$ cat src/rtl/hc574_bank_arbiter.sv
// rtl/hc574_bank_arbiter.sv - round-robin arbiter and bus sequencer for a bank of HC574CLK latches
module hc574_bank_arbiter #(
  parameter int NREQ   = 4,
  parameter int NLATCH = 4,
  parameter int SELW   = 2
) (
  input  logic                 clk,
  input  logic                 rst,
  input  logic [NREQ-1:0]      req,
  input  logic [NREQ-1:0]      req_we,
  input  logic [NREQ*SELW-1:0] req_sel,
  input  logic [NREQ*8-1:0]    req_wdata,
  output logic [NREQ-1:0]      gnt,
  output logic [7:0]           rdata,
  output logic                 busy,
  output logic [7:0]           bus_dout,
  output logic                 bus_drive,
  input  logic [7:0]           bus_din,
  output logic [NLATCH-1:0]    le,
  output logic [NLATCH-1:0]    oe_dis
);

  localparam int PTRW = $clog2(NREQ);

  typedef enum logic [2:0] {
    IDLE, W_SETUP, W_STROBE, W_HOLD, R_ENABLE, R_SAMPLE, TURN
  } state_t;

  state_t            state, state_d;
  logic [PTRW-1:0]   ptr, ptr_d;
  logic [SELW-1:0]   cap_sel, sel_d;
  logic [7:0]        cap_wdata, wdata_d;
  logic [NREQ-1:0]   gnt_d;
  logic [7:0]        rdata_d, bus_dout_d;
  logic              bus_drive_d, busy_d;
  logic [NLATCH-1:0] le_d, oe_dis_d;
  logic              found;
  logic [PTRW-1:0]   win, idx;

  logic [SELW-1:0] sel_arr   [NREQ];
  logic [7:0]      wdata_arr [NREQ];

  for (genvar g = 0; g < NREQ; g++) begin : g_unpack
    assign sel_arr[g]   = req_sel[g*SELW +: SELW];
    assign wdata_arr[g] = req_wdata[g*8 +: 8];
  end

  // Out-of-range selects decode to all zeros, so no latch is touched.
  function automatic logic [NLATCH-1:0] decode(input logic [SELW-1:0] s);
    logic [NLATCH-1:0] d;
    d = '0;
    for (int k = 0; k < NLATCH; k++) begin
      if (s == SELW'(k)) d[k] = 1'b1;
    end
    return d;
  endfunction

  always_comb begin
    found = 1'b0;
    win   = '0;
    idx   = '0;
    for (int i = 1; i <= NREQ; i++) begin
      idx = PTRW'((int'(ptr) + i) % NREQ);
      if (!found && req[idx]) begin
        found = 1'b1;
        win   = idx;
      end
    end
  end

  // Outputs are computed for the state being entered and registered with it.
  always_comb begin
    state_d     = state;
    ptr_d       = ptr;
    sel_d       = cap_sel;
    wdata_d     = cap_wdata;
    gnt_d       = '0;
    rdata_d     = rdata;
    bus_dout_d  = bus_dout;
    bus_drive_d = 1'b0;
    le_d        = '0;
    oe_dis_d    = '1;
    case (state)
      IDLE: begin
        if (found) begin
          ptr_d   = win;
          sel_d   = sel_arr[win];
          wdata_d = wdata_arr[win];
          if (req_we[win]) begin
            state_d     = W_SETUP;
            bus_drive_d = 1'b1;
            bus_dout_d  = wdata_arr[win];
          end else begin
            state_d  = R_ENABLE;
            oe_dis_d = ~decode(sel_arr[win]);
          end
        end
      end
      W_SETUP: begin
        state_d     = W_STROBE;
        bus_drive_d = 1'b1;
        le_d        = decode(cap_sel);
      end
      W_STROBE: begin
        state_d     = W_HOLD;
        bus_drive_d = 1'b1;
        le_d        = decode(cap_sel);
      end
      W_HOLD: begin
        state_d    = TURN;
        gnt_d[ptr] = 1'b1;
      end
      R_ENABLE: begin
        state_d  = R_SAMPLE;
        oe_dis_d = ~decode(cap_sel);
      end
      R_SAMPLE: begin
        state_d    = TURN;
        gnt_d[ptr] = 1'b1;
        rdata_d    = (|decode(cap_sel)) ? bus_din : 8'hFF;
      end
      TURN:    state_d = IDLE;
      default: state_d = IDLE;
    endcase
    busy_d = (state_d != IDLE);
  end

  always_ff @(posedge clk) begin
    if (rst) begin
      state     <= IDLE;
      ptr       <= PTRW'(NREQ - 1);
      cap_sel   <= '0;
      cap_wdata <= '0;
      gnt       <= '0;
      rdata     <= 8'h00;
      busy      <= 1'b0;
      bus_dout  <= 8'h00;
      bus_drive <= 1'b0;
      le        <= '0;
      oe_dis    <= '1;
    end else begin
      state     <= state_d;
      ptr       <= ptr_d;
      cap_sel   <= sel_d;
      cap_wdata <= wdata_d;
      gnt       <= gnt_d;
      rdata     <= rdata_d;
      busy      <= busy_d;
      bus_dout  <= bus_dout_d;
      bus_drive <= bus_drive_d;
      le        <= le_d;
      oe_dis    <= oe_dis_d;
    end
  end

endmodule

$ cat config.mk
export PLATFORM = sky130hd
export DESIGN_NAME = hc574_bank_arbiter
export DESIGN_NICKNAME = d
export VERILOG_FILES = /design/src/rtl/hc574_bank_arbiter.sv
export SDC_FILE = /design/constraint.sdc
export NUM_CORES = 1
export LEC_CHECK = 0
export ABC_AREA = 0
export CAP_MARGIN = 25
export CORE_MARGIN = 3
export CORE_UTILIZATION = 47
export DETAILED_ROUTE_END_ITERATION = 7
export GPL_TIMING_DRIVEN = 0
export PLACE_DENSITY = 0.82
export SETUP_SLACK_MARGIN = 0.5
export SYNTH_ARGS = -nofsm -noshare
export SYNTH_HDL_FRONTEND = slang
export SYNTH_SLANG_ARGS = --single-unit
$ cat constraint.sdc
create_clock -name clk -period 5.9 [get_ports clk]
set_input_delay 1.475 -clock clk [delete_from_list [all_inputs] [get_ports clk]]
set_output_delay 1.475 -clock clk [all_outputs]
set_load 0.02 [all_outputs]
==> flow_summary_export.csv <==
group,metric,value,unit
run_status,status,"finished, final reports clean",
synth,synth-seq-area-share,32.7,%
floorplan,core_area,4500,sq um
floorplan,initial_core_util,50.3,%
worst_setup_path,worst_setup_path_start_kind,"primary input",
worst_setup_path,crit_chain,"clkdlybuf4s50_1 -> mux4_2 -> a31o_1 -> o31ai_1 -> nand2b_1 -> nand3_1 -> o31ai_2 -> o211ai_1",
timing,period_share,64.5,%
timing,slew_violations,0,
synth,synthTopCellsByArea,"dfxtp_1, mux2i_1, o211ai_1",
final_layout,area_growth_syn_to_layout,46.4,%
route,drt_iter0_drc,132,
timing,final_hold_viol_count,0,
clock_tree,htree_levels,2,
power_and_ir_drop,vdd_drop_max,0.000298,V
worst_setup_path,crit_required,6.06,ns
route,drtPass1Iterations,4,
clock_tree,cts-root-buf,"clkbuf_8",
floorplan,rows,24,
worst_setup_path,worst_ep_arrival_time,3.97,ns
clock_tree,numCtsBuffers,5,
final_layout,seq_area,741,sq um
synth,synth_largest_area_cell,"dfxtp_1",
timing,rsz0062_at_grt,"no",
floorplan,die_x,75.4,microns
final_layout,final_core_util,73.7,%
clock_tree,cts_tree,"done",
worst_setup_path,critical-path-top-delay-family,"compound AO/OA/AOI/OAI gates",
clock_tree,cts_hold_buf,0,
placed_design,port_buffers,87,
synth,synthDistinctLibCells,58,
clock_tree,clock-sinks,37,
power_and_ir_drop,leakagePower,1.35,nW
synth,yosysWarnings,0,
synth,avgSynthCellArea,9.68,sq um
timing,fin_worst_skew,0.00430,ns
synth,synthesis.area,2270,sq um
clock_tree,path_clk_slew,0.07,ns
timing,setup_viol,0,
floorplan,die_y,75.4,microns
hold_path,hold_end,"bus_dout[5]",
clock_tree,cts_setup_buffers,0,
placed_design,gp_congestion,0.836,
grt,grt_pass1_wl,8830,microns
flow_run,maxCapViolCount,0,
timing,slew_headroom,63.6,%
grt,grt_max_degree,12,
clock_tree,clk_path_buf_depth,2,
power_and_ir_drop,powerDensity,474,nW/um^2
worst_setup_path,crit_fanout,7,
synth,synth_common_cells,"mux2i_1, dfxtp_1, nor2_1, nand2_1, a21oi_1",
grt,grt_pass1_vias,1955,
final_layout,antennaDiodeCount,0,
final_layout,finalNetCount,390,
route,drc_errors,0,
timing,fin_tns_setup,0,ns
final_layout,fin_cells,381,
synth,synth.most_common_cell,"mux2i_1",
grt,grt_use_total,19.9,%
worst_setup_path,r2r_end,"oe_dis[0]",
synth,ys.flop_type,"dfxtp_1",
final_layout,multiInputGateArea,1410,sq um
worst_setup_path,cp_slowest_cell,"mux4_2",
synth,synth_edf_count,0,
synth,yosysTopAreaCellShare,32.7,%
worst_setup_path,slowest_delay,0.59,ns
worst_setup_path,r2r_slack,2.71,ns
route,ant_nets,0,
grt,antenna_found_initial,0,
synth,async_flop_share,0,%
timing,worst_pin_slew,0.545,ns
placed_design,numPlacedInstances,373,
route,num_vias,2111,
timing,fmax,263,MHz
route,via_per_inst,5.54,
hold_path,holdPathStages,2,
clock_tree,clkLatencyLatePin,0.28,ns
placed_design,pre_cts_slack,1.82,ns
timing,fin_ws,2.09,ns
worst_setup_path,rr_worst_depth,10,
synth,synth_fp_nets,296,
floorplan,die_area,5690,sq um
grt,grt.overflow.total,0,
hold_path,min-delay-start,"bus_dout[5]",
hold_path,hold_class,"register to register",
worst_setup_path,reg2reg_from,"ptr[0]",
synth,syn_inst,234,
route,finalWirelength,5510,microns
route,wl_per_cell,14.5,microns
worst_setup_path,cp-end-kind,"register",
clock_tree,ctsResizeCount,0,
worst_setup_path,path_buf_inv,1,
timing,finalCriticalPeriod,3.81,ns
worst_setup_path,criticalPathCategory,"primary input to register",
floorplan,ioPinCount,88,
synth,ys_ff_latch,37,
placed_design,hpwlAfterDp,4390,microns
final_layout,fill_cells,341,
final_layout,drive_gt1_share,11.2,%
-- metal layers --
layer  track usage [%]  share of wire, %  vias to the layer above  routed length [microns]
li1                  -                 -                     1045                        -
met4              4.27              0.62                        0                       34
met1              24.1                43                      983                     2350
met3              6.60               8.1                        4                      444
met5                 0                 0                        -                        0
met2              34.2                49                       79                     2680
-- where the power goes --
group / switching, mW / internal [mW]
Clock: 0.0873 / 0.138
Combinational: 0.539 / 0.455
Sequential: 0.0342 / 0.320
Total: 0.661 / 0.913
-- cell usage in the layout, fill, tap and decap left out, types with 2 or more instances in the layout --
| master | netlist | layout |
|---|---|---|
| clkdlybuf4s50_1 | 0 | 87 |
| mux2i_1 | 39 | 39 |
| dfxtp_1 | 37 | 37 |
| nor2_1 | 16 | 16 |
| nand2_1 | 14 | 14 |
| a21oi_1 | 12 | 12 |
| clkbuf_1 | 10 | 11 |
| o211ai_1 | 10 | 10 |
| nand3_1 | 10 | 10 |
| nand2b_1 | 6 | 6 |
| clkbuf_8 | 0 | 6 |
| nor3_1 | 5 | 5 |
| and2_1 | 5 | 5 |
| o21ai_0 | 5 | 5 |
| buf_6 | 4 | 4 |
| nand3b_1 | 4 | 4 |
| ha_1 | 4 | 4 |
| inv_1 | 3 | 3 |
| a31oi_4 | 3 | 3 |
| nor2b_1 | 2 | 2 |
| a21oi_2 | 2 | 2 |
| o31ai_1 | 2 | 2 |
| buf_1 | 2 | 2 |
| xor2_1 | 2 | 2 |
| nor3b_1 | 2 | 2 |
-- final cells by class --
type / count / share of cell area [%]
buffer: 18 / 3.09
clock buffer: 7 / 2.60
clock inverter: 1 / 0.905
inverter: 3 / 0.339
multi-input combinational: 176 / 42.5
sequential: 37 / 22.3
tap: 52 / 1.96
timing repair buffer: 87 / 26.2
-- state kept, by name, summed over array words and instances (netlist names) --
name	count
bus_dout	8
rdata	8
gnt	4
le	4
oe_dis	4
state	3
cap_sel	2
ptr	2
bus_drive	1
busy	1
-- worst max-delay path by stage --
| stage | startpoint | endpoint | slack (ns) | cells past startpoint |
|---|---|---|---|---|
| floorplan | req[1] | oe_dis[1] | 2.61 | 7 |
| global placement | req[0] | oe_dis[0] | 1.79 | 8 |
| detailed placement | req[0] | oe_dis[0] | 1.82 | 8 |
| CTS | req[0] | oe_dis[0] | 2.09 | 8 |
| global route | req[0] | oe_dis[0] | 1.93 | 8 |
| finish | req[0] | oe_dis[0] | 2.09 | 8 |
-- worst min-delay path: stages, from the launching register on --
cell	delay, ns
dfxtp_1	0.32
nand3_1	0.06
a21oi_1	0.05
-- metrics by stage --
| step | instance area [sq um] | hold WS, ns | total power, mW |
|---|---|---|---|
| floorplan | 2270 | 0.547 | 1.08 |
| global placement | 3200 | 0.454 | 1.33 |
| detailed placement | 3200 | 0.462 | 1.35 |
| CTS | 3320 | 0.475 | 1.58 |
| global route | 3320 | 0.507 | 1.68 |
| finish | 3320 | 0.475 | 1.57 |
-- kinds of logic after synthesis --
| kind of cell | count (synthesis) | share of synthesized area (%) |
|---|---|---|
| xor+xnor | 2 | 0.773 |
| flops | 37 | 32.7 |
| simple gates | 74 | 17.5 |
| buf+inv | 21 | 5.02 |
| mux | 44 | 21.0 |
| fa+ha+maj | 4 | 2.21 |
| compound gates | 52 | 20.8 |
Note: power is estimated with default switching activity, not from simulation.
